$ cat src/rtl/fetch_sequencer_pkg.sv
// fetch_pkg: shared types and constants for the instruction-fetch sequencer.
//   fetch_state_t : sequencer FSM states
//   fetch_entry_t : one fetched word {pc, inst} as held in the fetch queue
//   IMEM_DEPTH    : instruction memory size in words
//   FETCH_Q_DEPTH : number of entries in the fetch queue
package fetch_pkg;

  localparam int IMEM_DEPTH    = 128;
  localparam int FETCH_Q_DEPTH = 2;

  typedef enum logic [1:0] {
    ST_IDLE,
    ST_FETCH,
    ST_HALT,
    ST_FAULT
  } fetch_state_t;

  typedef struct packed {
    logic [31:0] pc;
    logic [31:0] inst;
  } fetch_entry_t;

endpackage

$ cat src/rtl/fetch_sequencer_if.sv
// fetch_sequencer_if: valid/ready handshake from the fetch sequencer to decode.
//   out_valid : queue head valid          (master -> slave)
//   out_ready : decode accepts the head    (slave -> master)
//   out_inst  : head instruction word      (master -> slave)
//   out_pc    : PC of the head instruction (master -> slave)
interface fetch_sequencer_if #(
  parameter int PC_W = 32
);
  logic            out_valid;
  logic            out_ready;
  logic [31:0]     out_inst;
  logic [PC_W-1:0] out_pc;

  modport master (output out_valid, out_inst, out_pc, input out_ready);
  modport slave  (input out_valid, out_inst, out_pc, output out_ready);
endinterface

$ cat src/rtl/fetch_sequencer_queue.sv
// fetch_queue: 2-entry FIFO of fetch_entry_t.
//   clk, rst_n : clock, asynchronous active-low reset
//   push       : write push_data at the tail (ignored when full)
//   pop        : drop the head (ignored when empty)
//   flush      : empty the queue; wins over a simultaneous push
//   head       : current head entry (meaningful when count != 0)
//   count      : number of valid entries, 0..2
module fetch_queue
  import fetch_pkg::*;
(
  input  logic         clk,
  input  logic         rst_n,
  input  logic         push,
  input  logic         pop,
  input  logic         flush,
  input  fetch_entry_t push_data,
  output fetch_entry_t head,
  output logic [1:0]   count
);

  fetch_entry_t slot [FETCH_Q_DEPTH];
  logic         rd_ptr;
  logic         wr_ptr;
  logic         do_push;
  logic         do_pop;

  assign do_push = push && (count != 2'(FETCH_Q_DEPTH));
  assign do_pop  = pop && (count != 2'd0);
  assign head    = slot[rd_ptr];

  always_ff @(posedge clk or negedge rst_n) begin
    if (!rst_n) begin
      for (int i = 0; i < FETCH_Q_DEPTH; i++) slot[i] <= '0;
      rd_ptr <= 1'b0;
      wr_ptr <= 1'b0;
      count  <= 2'd0;
    end else if (flush) begin
      rd_ptr <= 1'b0;
      wr_ptr <= 1'b0;
      count  <= 2'd0;
    end else begin
      if (do_push) begin
        slot[wr_ptr] <= push_data;
        wr_ptr       <= ~wr_ptr;
      end
      if (do_pop) rd_ptr <= ~rd_ptr;
      count <= count + 2'(do_push) - 2'(do_pop);
    end
  end

endmodule

$ cat src/rtl/fetch_sequencer.sv
// fetch_sequencer: instruction-fetch controller in front of a synchronous,
// word-addressed instruction memory (data valid one cycle after the address).
// Keeps at most one read in flight, buffers returned words in a 2-entry queue
// and hands {pc, inst} to decode over a valid/ready handshake.
//
// Ports:
//   clk, rst_n     : clock, asynchronous active-low reset
//   start          : pulse, leave IDLE/HALT and begin fetching
//   halt_req       : stop issuing new fetches (enter HALT)
//   redirect_valid : branch/jump taken; flush queue, squash in-flight read
//   redirect_pc    : new fetch address
//   imem_addr      : word address to instruction memory
//   imem_inst      : memory data for the address issued the previous cycle
//   dec            : decode handshake (fetch_sequencer_if.master)
//   busy           : FETCH state, read in flight, or queue non-empty
//   fault          : sticky out-of-range flag
//
// Build option: FETCH_BOUNDS_CHECK_EN -- when defined, an out-of-range fetch
// or redirect PC parks the sequencer in FAULT; otherwise PCs wrap modulo DEPTH
// and fault is tied 0.
//
// state    | meaning
// ---------+--------------------------------------------------------------
// ST_IDLE  | after reset, nothing issued; waits for start
// ST_FETCH | issuing reads whenever queue + in-flight have room
// ST_HALT  | no new issues; outstanding work drains; start resumes
// ST_FAULT | out-of-range PC seen; drains, exits on in-range redirect only
module fetch_sequencer
  import fetch_pkg::*;
#(
  parameter int              DEPTH    = IMEM_DEPTH,
  parameter int              PC_W     = 32,
  parameter logic [PC_W-1:0] RESET_PC = '0
) (
  input  logic                      clk,
  input  logic                      rst_n,
  input  logic                      start,
  input  logic                      halt_req,
  input  logic                      redirect_valid,
  input  logic [PC_W-1:0]           redirect_pc,
  output logic [PC_W-1:0]           imem_addr,
  input  logic [31:0]               imem_inst,
  fetch_sequencer_if.master         dec,
  output logic                      busy,
  output logic                      fault
);

  fetch_state_t    state, state_nxt;
  logic [PC_W-1:0] fetch_pc;
  logic [PC_W-1:0] inflight_pc;
  logic [PC_W-1:0] pc_inc;
  logic [PC_W-1:0] redir_pc_eff;
  logic            inflight;
  logic            pop;
  logic            push;
  logic            flush;
  logic            issue_try;
  logic            issue;
  logic            pc_oor;
  logic            redir_oor;
  int              credit;
  logic [1:0]      q_count;
  fetch_entry_t    q_head;
  fetch_entry_t    q_push_data;

`ifdef FETCH_BOUNDS_CHECK_EN
  assign pc_oor       = fetch_pc >= PC_W'(DEPTH);
  assign redir_oor    = redirect_pc >= PC_W'(DEPTH);
  assign pc_inc       = fetch_pc + PC_W'(1);
  assign redir_pc_eff = redirect_pc;
`else
  assign pc_oor       = 1'b0;
  assign redir_oor    = 1'b0;
  assign pc_inc       = (fetch_pc == PC_W'(DEPTH - 1)) ? '0 : fetch_pc + PC_W'(1);
  assign redir_pc_eff = redirect_pc % PC_W'(DEPTH);
`endif

  assign pop    = dec.out_valid && dec.out_ready;
  // Room left once this cycle's pop retires; the in-flight word already owns a slot.
  assign credit = FETCH_Q_DEPTH - int'(q_count) - int'(inflight) + int'(pop);
  assign issue_try = (state == ST_FETCH) && !redirect_valid && !halt_req && (credit > 0);

  always_ff @(posedge clk or negedge rst_n) begin
    if (!rst_n) state <= ST_IDLE;
    else        state <= state_nxt;
  end

  always_comb begin
    state_nxt = state;
    if (redirect_valid) begin
      state_nxt = redir_oor ? ST_FAULT : ST_FETCH;
    end else begin
      case (state)
        ST_IDLE, ST_HALT: if (!halt_req && start) state_nxt = ST_FETCH;
        ST_FETCH: begin
          if (halt_req)                  state_nxt = ST_HALT;
          else if (issue_try && pc_oor)  state_nxt = ST_FAULT;
        end
        ST_FAULT: state_nxt = ST_FAULT;
        default:  state_nxt = ST_IDLE;
      endcase
    end
  end

  always_comb begin
    issue = issue_try && !pc_oor;
    push  = inflight && !redirect_valid;
    flush = redirect_valid;
    busy  = (state == ST_FETCH) || inflight || (q_count != 2'd0);
    fault = (state == ST_FAULT);
  end

  always_ff @(posedge clk or negedge rst_n) begin
    if (!rst_n) begin
      fetch_pc    <= RESET_PC;
      inflight    <= 1'b0;
      inflight_pc <= '0;
    end else if (redirect_valid) begin
      inflight <= 1'b0;
      if (!redir_oor) fetch_pc <= redir_pc_eff;
    end else begin
      inflight <= issue;
      if (issue) begin
        inflight_pc <= fetch_pc;
        fetch_pc    <= pc_inc;
      end
    end
  end

  assign q_push_data.pc   = 32'(inflight_pc);
  assign q_push_data.inst = imem_inst;

  fetch_queue u_queue (
    .clk       (clk),
    .rst_n     (rst_n),
    .push      (push),
    .pop       (pop),
    .flush     (flush),
    .push_data (q_push_data),
    .head      (q_head),
    .count     (q_count)
  );

  assign imem_addr     = fetch_pc;
  assign dec.out_valid = (q_count != 2'd0);
  assign dec.out_inst  = dec.out_valid ? q_head.inst : '0;
  assign dec.out_pc    = dec.out_valid ? PC_W'(q_head.pc) : '0;

endmodule

$ cat src/flat_wrapper.sv
// flat-port wrapper written by rule: the top's interface ports become plain ports
module fetch_sequencer_flat import fetch_pkg::*;
#(
  parameter int              DEPTH    = IMEM_DEPTH,
  parameter int              PC_W     = 32,
  parameter logic [PC_W-1:0] RESET_PC = '0
)
  (clk, rst_n, start, halt_req, redirect_valid, redirect_pc, imem_addr, imem_inst, busy, fault, dec_out_valid, dec_out_inst, dec_out_pc, dec_out_ready);
  fetch_sequencer_if #(.PC_W(PC_W)) dec_i ();
  input  logic clk;
  input  logic rst_n;
  input  logic start;
  input  logic halt_req;
  input  logic redirect_valid;
  input  logic [PC_W-1:0] redirect_pc;
  output logic [PC_W-1:0] imem_addr;
  input  logic [31:0] imem_inst;
  output logic busy;
  output logic fault;
  output wire logic [$bits(dec_i.out_valid)-1:0] dec_out_valid;
  output wire logic [$bits(dec_i.out_inst)-1:0] dec_out_inst;
  output wire logic [$bits(dec_i.out_pc)-1:0] dec_out_pc;
  input wire logic [$bits(dec_i.out_ready)-1:0] dec_out_ready;
  assign dec_out_valid = dec_i.out_valid;
  assign dec_out_inst = dec_i.out_inst;
  assign dec_out_pc = dec_i.out_pc;
  assign dec_i.out_ready = dec_out_ready;
  fetch_sequencer #(.DEPTH(DEPTH), .PC_W(PC_W), .RESET_PC(RESET_PC)) u_core (.clk(clk), .rst_n(rst_n), .start(start), .halt_req(halt_req), .redirect_valid(redirect_valid), .redirect_pc(redirect_pc), .imem_addr(imem_addr), .imem_inst(imem_inst), .dec(dec_i), .busy(busy), .fault(fault));
endmodule
$ cat config.mk
export PLATFORM = sky130hd
export DESIGN_NAME = fetch_sequencer_flat
export DESIGN_NICKNAME = d
export VERILOG_FILES = /design/src/rtl/fetch_sequencer_pkg.sv /design/src/rtl/fetch_sequencer_if.sv /design/src/rtl/fetch_sequencer_queue.sv /design/src/rtl/fetch_sequencer.sv /design/src/flat_wrapper.sv
export SDC_FILE = /design/constraint.sdc
export NUM_CORES = 1
export LEC_CHECK = 0
export BUFFER_PORTS_ARGS = -buffer_cell sky130_fd_sc_hd__buf_2
export CAP_MARGIN = 20
export CORE_ASPECT_RATIO = 1.75
export CORE_UTILIZATION = 54
export CTS_CLUSTER_SIZE = 14
export DETAILED_ROUTE_END_ITERATION = 10
export PLACE_DENSITY = 0.78
export SETUP_SLACK_MARGIN = 0.5
export SKIP_LAST_GASP = 1
export SLEW_MARGIN = 5
export SYNTH_ARGS = -nofsm -noshare
export SYNTH_HDL_FRONTEND = slang
export SYNTH_SLANG_ARGS = --single-unit
$ cat constraint.sdc
create_clock -name clk -period 9.75 [get_ports clk]
set_input_delay 0.975 -clock clk [delete_from_list [all_inputs] [get_ports clk]]
set_output_delay 0.975 -clock clk [all_outputs]
set_load 0.02 [all_outputs]
==> results.md, run 1 <==
- Maxcap violations: 0
- Psw: 0.798 mW
- Clk_lat worst skew: 0.43 ns
- Met1 Use GR: 27.8%
- Syn Nets: 829
- Synth area leaders: dfrtp_1 53%, mux2_2 18%, mux2i_1 6.8%
- Comb pwr share: 28.4%
- Netlist cell types: 60
- Share of layout cells above drive strength 1: 39.3%
- Global route overflow: 0
- Slack of the critical path: 5.89 ns
- Power Internal: 1.67 mW
- Slew @ Worst Pin: 0.970 ns
- CTS resizes: 0
- RSZ-0062 raised after global routing: false
- Rel. slew slack: 35.3%
- Leak Pwr: 5.12 nW
- PD cells: 230 nW/µm²
- Final wirelength: 19900 µm
- CP top delay family: adder cells
- GR Util met2: 41.1%
- Synth Cell Area: 9400 µm²
- EDFF count, synth: 0
- Area grow syn2layout: 14.2%
- Die Height: 177 µm
- GRT Max-Usage Layer: met2
- Reg clk slew, reported paths: 0.07 ns
- GR Util met3: 3.68%
- Synth area leader: dfrtp_1
- Top FF cell, synth: dfrtp_1
- Top-area cell type share of the netlist area: 53.0%
- Pin count of the biggest net entering global routing: 125
- Inserted Clock Buffers: 17
- Dpl hpwl: 12900 µm
- Die Width: 102 µm
- Hold EP: u_core.u_queue.slot[54]$_DFFE_PN0P_
- Via count: 6296
- Worst setup EP type: flip-flop
- Fmax achieved: 0.259 GHz
- Total core area: 17000 µm²
- Drt wl/cell: 17.9 µm
- Total clock sinks: 199
- Crit path max-delay cell type: buf_4
- CTS tree: yes
- Hold path start: u_core.u_queue.slot[54]$_DFFE_PN0P_
- Reg area: 4980 µm²
- Synth cell count leaders: 199 x dfrtp_1, 148 x mux2_2, 83 x nor2_1
- Rows: 63
- First-pass GRT wire length: 32300 µm
- Number of fill cells: 1403
- Worst r2r src: u_core.u_queue.count[0]$_DFF_PN0_
- Initial antenna violation count: 2
- Status: completed
- Nets@finish: 953
- Worst slack, placed: 5.56 ns
- Clk network pwr share: 25.8%
- Maximum vdd drop: 0.000133 V
- R2r endpoint: u_core.imem_addr[3]$_DFFE_PN0P_
- Layout Skew: 0.00957 ns
- Gpl congestion: 0.909
- Min cycle time layout: 3.86 ns
- Final period util: 39.6%
- IO buf count: 143
- Critical path arrival: 4.17 ns
- Syn. warnings: 0
- Max clock buf depth: 2
- Worst Reg-to-Reg Cells: 15
- First-pass DRT Iterations: 5
- Required @ worst endpoint: 10.06 ns
- DR DRC count: 0
- WS Path Type: reg2reg
- Number of synthesized register bits: 199
- Register area share after synthesis: 53.0%
- Clock root buffer: clkbuf_16
- Synth Instances: 747
- Final core occ: 63.1%
- Total GRT Usage: 23.5%
- Via density: 5.66
- Setup TNS: 0 ns
- Worst hold path class: reg2reg
- Worst path buffer plus inverter count: 4
- Initial Utilization: 55.2%
- H-tree depth: 4
- Worst setup SP type: flip-flop
- Pins Over Slew Limit: 0
- Syn avg cell area: 12.6 µm²
- Most frequent cell after synthesis: dfrtp_1
- Final setup viols: 0
- Switching share of power: 32.3%
- Die area: 18000 µm²
- Crit path max fanout: 38
- Worst path cell trace: inv_1, ha_2, inv_1, nand2_1, ha_1, inv_1, ha_1, fa_1, ha_1, o41ai_2, a2111oi_4, buf_4, and4_1, or2_2, o21ai_1
- CP max stage delay: 0.53 ns
- Hold path depth: 1
- I/O pin cnt: 169
- Vias in the first global route: 6421
- Footprint of the multi-input gates: 4090 µm²
- Post-DRT Antenna Nets: 0
- Synth async-reset ratio: 100%
- Flop pwr share: 45.9%
- # hold bufs at CTS: 0
- Setup Fix Bufs, Post-CTS: 0
- Register-to-register setup slack: 5.89 ns
- Final hold vios: 0
- DRT iter0 DRCs: 251
[cells by family (layout without fill, tap and decap cells)]
logic type | count (synthesis) | count (layout) | share of synthesized area (%)
multiplexers | 223 | 223 | 25.9
flip-flops | 199 | 199 | 53.0
AND/OR/NAND/NOR | 166 | 166 | 9.02
AO/OA/AOI/OAI | 66 | 66 | 5.07
buffers and inverters | 62 | 199 | 3.57
XOR/XNOR | 19 | 19 | 1.77
adder cells (fa/ha/maj) | 12 | 12 | 1.76
other | 0 | 2 | 0
[metal layers]
layer	routed length, µm	share of wire [%]
met1	8080	40
met3	884	4.4
met2	10400	52
met5	0	0
met4	591	3.0
[power groups by stage]
stage          sequential (mW)  combinational [mW]  clock, mW
6_report                  1.13               0.702      0.637
5_1_grt                   1.16               0.771      0.687
4_1_cts                   1.13               0.714      0.658
3_5_place_dp              1.15               0.712          0
3_3_place_gp              1.14               0.696          0
2_1_floorplan             1.11               0.548          0
[registers in the layout, indices dropped and copies added, names as in the netlist]
| name | cells |
|---|---|
| u_core.state | 2 |
| u_core.inflight | 1 |
| u_core.u_queue.slot | 128 |
| u_core.u_queue.rd_ptr | 1 |
| u_core.u_queue.count | 2 |
| u_core.u_queue.wr_ptr | 1 |
| u_core.imem_addr | 32 |
| u_core.inflight_pc | 32 |
[worst max path at each step]
stage / startpoint / end / slack [ns] / depth (start not counted)
after floorplan: dec_out_ready / u_core.inflight_pc[0]$_DFFE_PN0P_ / 6.28 / 11
after global placement: dec_out_ready / u_core.imem_addr[3]$_DFFE_PN0P_ / 5.64 / 13
after detailed placement: dec_out_ready / u_core.imem_addr[3]$_DFFE_PN0P_ / 5.56 / 13
after CTS: u_core.u_queue.count[0]$_DFF_PN0_ / u_core.imem_addr[3]$_DFFE_PN0P_ / 5.85 / 15
after global routing: u_core.u_queue.count[0]$_DFF_PN0_ / u_core.imem_addr[3]$_DFFE_PN0P_ / 5.66 / 15
final: u_core.u_queue.count[0]$_DFF_PN0_ / u_core.imem_addr[3]$_DFFE_PN0P_ / 5.89 / 15
[placed cells by master, fill, tap and decap left out, drive strengths merged, types with 15 or more instances in the layout]
cell type	count
dfrtp	199
o21ai	17
buf	149
clkbuf	23
mux2	159
xor2	15
a31oi	15
nor2	85
inv	20
mux2i	64
nand2	19
[worst register-to-register path, stage by stage, from the launching register on]
cell       delay [ns]
dfrtp_1          0.40
inv_1            0.12
ha_2             0.20
inv_1            0.06
nand2_1          0.07
ha_1             0.28
inv_1            0.04
ha_1             0.20
fa_1             0.40
ha_1             0.31
o41ai_2          0.08
a2111oi_4        0.39
buf_4            0.53
and4_1           0.32
or2_2            0.24
o21ai_1          0.10
[metrics by stage]
stage / cells / cell area, µm² / hold WS [ns] / total power, mW
after floorplan: 747 / 9400 / 0.457 / 1.65
after global placement: 1079 / 10200 / 0.467 / 1.83
after detailed placement: 1079 / 10200 / 0.474 / 1.86
after CTS: 1111 / 10700 / 0.490 / 2.51
after global routing: 1113 / 10700 / 0.515 / 2.62
final: 1113 / 10700 / 0.489 / 2.47
[final cells by class]
cell class | instances | area share [%]
Sequential cell | 199 | 46.4
Multi-Input combinational cell | 486 | 38.1
Timing Repair Buffer | 150 | 7.24
Clock buffer | 22 | 4.32
Tap cell | 227 | 2.64
Clock inverter | 10 | 0.664
Inverter | 17 | 0.594
Antenna cell | 2 | 0.0466
Note: power is estimated with default switching activity, not from simulation.
==> inputs of run 2 (changes only) <==
==> constraint.sdc (replaced) <==
create_clock -name clk -period 4.05 [get_ports clk]
set_input_delay 0.405 -clock clk [delete_from_list [all_inputs] [get_ports clk]]
set_output_delay 0.405 -clock clk [all_outputs]
set_load 0.02 [all_outputs]
==> results.md, run 2 (synthesis results as in run 1) <==
- Power Internal: 4.16 mW (+150%)
- Commonest non-fill, non-tap cell in the layout: dfrtp_1
- I/O pin cnt: 169 (unchanged)
- Register-to-register setup slack: 0.62 ns (-5.27 ns)
- Final core occ: 64.4% (+1.3 points)
- Nets@finish: 963 (+1.0%)
- Post-DRT Antenna Nets: 0 (unchanged)
- Flop pwr share: 45.2% (-0.7 points)
- Min cycle time layout: 3.43 ns (-0.431 ns)
- Required @ worst endpoint: 4.35 ns (-5.71 ns)
- GR Util met3: 3.76% (+0.079 points)
- ANT cells: 0 (-2)
- Pin count of the biggest net entering global routing: 101 (-19%)
- Die Height: 177 µm (unchanged)
- H-tree depth: 4 (unchanged)
- Final hold vios: 0 (unchanged)
- IO buf count: 143 (unchanged)
- Switching share of power: 32.0% (-0.34 points)
- First-pass GRT wire length: 32500 µm (+0.55%)
- Initial antenna violation count: 0 (-2)
- Register bank with the most flops: u_core.u_queue.slot
- Hold WS: 0.0691 ns (-0.420 ns)
- Die Width: 102 µm (unchanged)
- Rel. slew slack: 29.9% (-5.5 points)
- # hold bufs at CTS: 0 (unchanged)
- Via density: 5.69 (+0.58%)
- Fmax achieved: 0.292 GHz (+13%)
- Worst hold path class: in2async
- CP max stage delay: 0.40 ns (-0.13 ns)
- First-pass DRT Iterations: 5 (unchanged)
- Crit path max-delay cell type: dfrtp_1
- Share of layout cells above drive strength 1: 40.7% (+1.5 points)
- Status: completed
- Worst path cell trace: inv_2, ha_2, inv_1, nand2_1, ha_1, inv_1, ha_1, fa_2, ha_1, o41ai_4, a2111oi_4, buf_4, buf_6, buf_4, clkbuf_16, mux2_2
- Most frequent cells in the layout: 198 x dfrtp_1, 148 x mux2_2, 142 x buf_2
- Worst setup SP type: flip-flop
- Met1 Use GR: 28.3% (+0.53 points)
- Maxcap violations: 0 (unchanged)
- Comb pwr share: 28.5% (about the same)
- Initial Utilization: 55.2% (unchanged)
- PD cells: 558 nW/µm² (+140%)
- Die area: 18000 µm² (unchanged)
- Crit path max fanout: 7 (-82%)
- Dpl hpwl: 13300 µm (+2.8%)
- Max clock buf depth: 2 (unchanged)
- Global route overflow: 0 (unchanged)
- R2r endpoint: u_core.inflight_pc[25]$_DFFE_PN0P_
- Area after DPL: 10300 µm² (+0.79%)
- Worst Reg-to-Reg Cells: 16 (+1)
- Drt wl/cell: 18.4 µm (+2.5%)
- Via count: 6378 (+1.3%)
- Clk_lat worst skew: 0.42 ns (about the same)
- DRT iter0 DRCs: 253 (+0.80%)
- Final wirelength: 20600 µm (+3.3%)
- Area grow syn2layout: 16.6%
- Maximum vdd drop: 0.000294 V (+120%)
- CTS tree: yes
- DR DRC count: 0 (unchanged)
- GRT Max-Usage Layer: met2
- WS Path Type: reg2reg
- Worst r2r src: u_core.u_queue.count[1]$_DFF_PN0_
- Psw: 1.95 mW (+140%)
- Most Frequent Cell on Critical Path: ha_1
- Final instance area: 11000 µm² (+2.1%)
- Leak Pwr: 5.22 nW (+1.9%)
- Gpl congestion: 0.874 (-3.9%)
- Rows: 63 (unchanged)
- Final period util: 84.7% (+45 points)
- Clk network pwr share: 26.3% (+0.5 points)
- Reg clk slew, reported paths: 0.07 ns (about the same)
- Total GRT Usage: 23.8% (+0.25 points)
- Clock root buffer: clkbuf_16
- Total core area: 17000 µm² (unchanged)
- Worst setup EP type: flip-flop
- Inserted Clock Buffers: 17 (unchanged)
- Setup TNS: 0 ns (unchanged)
- Final setup viols: 0 (unchanged)
- Pins Over Slew Limit: 0 (unchanged)
- Vias in the first global route: 6461 (+0.62%)
- Layout Skew: 0.0130 ns (+0.00342 ns)
- Max reg flops: 128 (unchanged)
- Total clock sinks: 199 (unchanged)
- Slew @ Worst Pin: 1.04 ns (+0.0732 ns)
- RSZ-0062 raised after global routing: true
- GR Util met2: 40.9% (-0.20 points)
- Critical path arrival: 3.73 ns (-0.44 ns)
-- run 2: cell types whose count changed in the layout (fill, tap and decap cells not counted), sizes merged --
cell      before  now
bufinv         0    1
buf          149  157
clkbuf        23   24
clkinvlp       1    2
diode          2    0
inv           20   17
clkinv         6    8
-- run 2: critical path, delay by kind of cell, from the launching register on --
family / cells / cell delay (ns)
AOI/OAI and AO/OA: 2 / 0.36
adders and majority gates: 5 / 1.33
buffers and inverters: 7 / 0.79
DFF: 1 / 0.40
muxes: 1 / 0.34
and+or+nand+nor: 1 / 0.07
-- run 2: through the flow --
stage                     cells  setup slack [ns]  power [mW]
after floorplan             747             0.695        3.98
after global placement     1083             0.340        4.43
after detailed placement   1083             0.226        4.49
after CTS                  1116             0.478        6.12
after global routing       1121             0.466        6.48
final                      1121             0.621        6.12
-- run 2: layout make-up --
cell class                 instances  area, µm²
clock buffer                      21        470
clock inverter                    11        100
fill                            1346       6060
inverter                          17       63.8
multi-input combinational        486       4120
sequential                       199       4980
tap                              227        284
timing repair buffer             160        941
-- run 2: worst max path at each step --
stage / start / end / slack (ns) / cells past startpoint
floorplan: u_core.u_queue.count[0]$_DFF_PN0_ / u_core.inflight_pc[0]$_DFFE_PN0P_ / 0.70 / 14
finish: u_core.u_queue.count[1]$_DFF_PN0_ / u_core.inflight_pc[25]$_DFFE_PN0P_ / 0.62 / 16
global placement: u_core.u_queue.count[0]$_DFF_PN0_ / u_core.imem_addr[22]$_DFFE_PN0P_ / 0.34 / 14
detailed placement: u_core.u_queue.count[0]$_DFF_PN0_ / u_core.imem_addr[22]$_DFFE_PN0P_ / 0.23 / 14
CTS: u_core.u_queue.count[0]$_DFF_PN0_ / u_core.imem_addr[22]$_DFFE_PN0P_ / 0.48 / 14
global route: u_core.u_queue.count[0]$_DFF_PN0_ / u_core.imem_addr[6]$_DFFE_PN0P_ / 0.47 / 17
-- run 2: routing by layer --
layer / part of all wire, % / routed length (µm)
met2: 51 / 10600
met5: 0 / 0
met1: 40 / 8250
met3: 4.8 / 985
met4: 3.7 / 763
-- run 2: repair_timing --
| item | in CTS | in global routing |
|---|---|---|
| hold endpoints to repair | 0 | 0 |
| pin swaps | 1 | 2 |
| setup endpoints to repair | 3 | 61 |
| cloned | 0 | 2 |
| resized for setup | 0 | 9 |
| setup buffers | 1 | 3 |
-- run 2: power groups by stage --
stage	logic, mW	registers, mW	clock network [mW]
finish	1.74	2.77	1.61
global route	1.91	2.83	1.73
CTS	1.70	2.77	1.65
detailed placement	1.69	2.80	0
global placement	1.65	2.77	0
floorplan	1.32	2.66	0
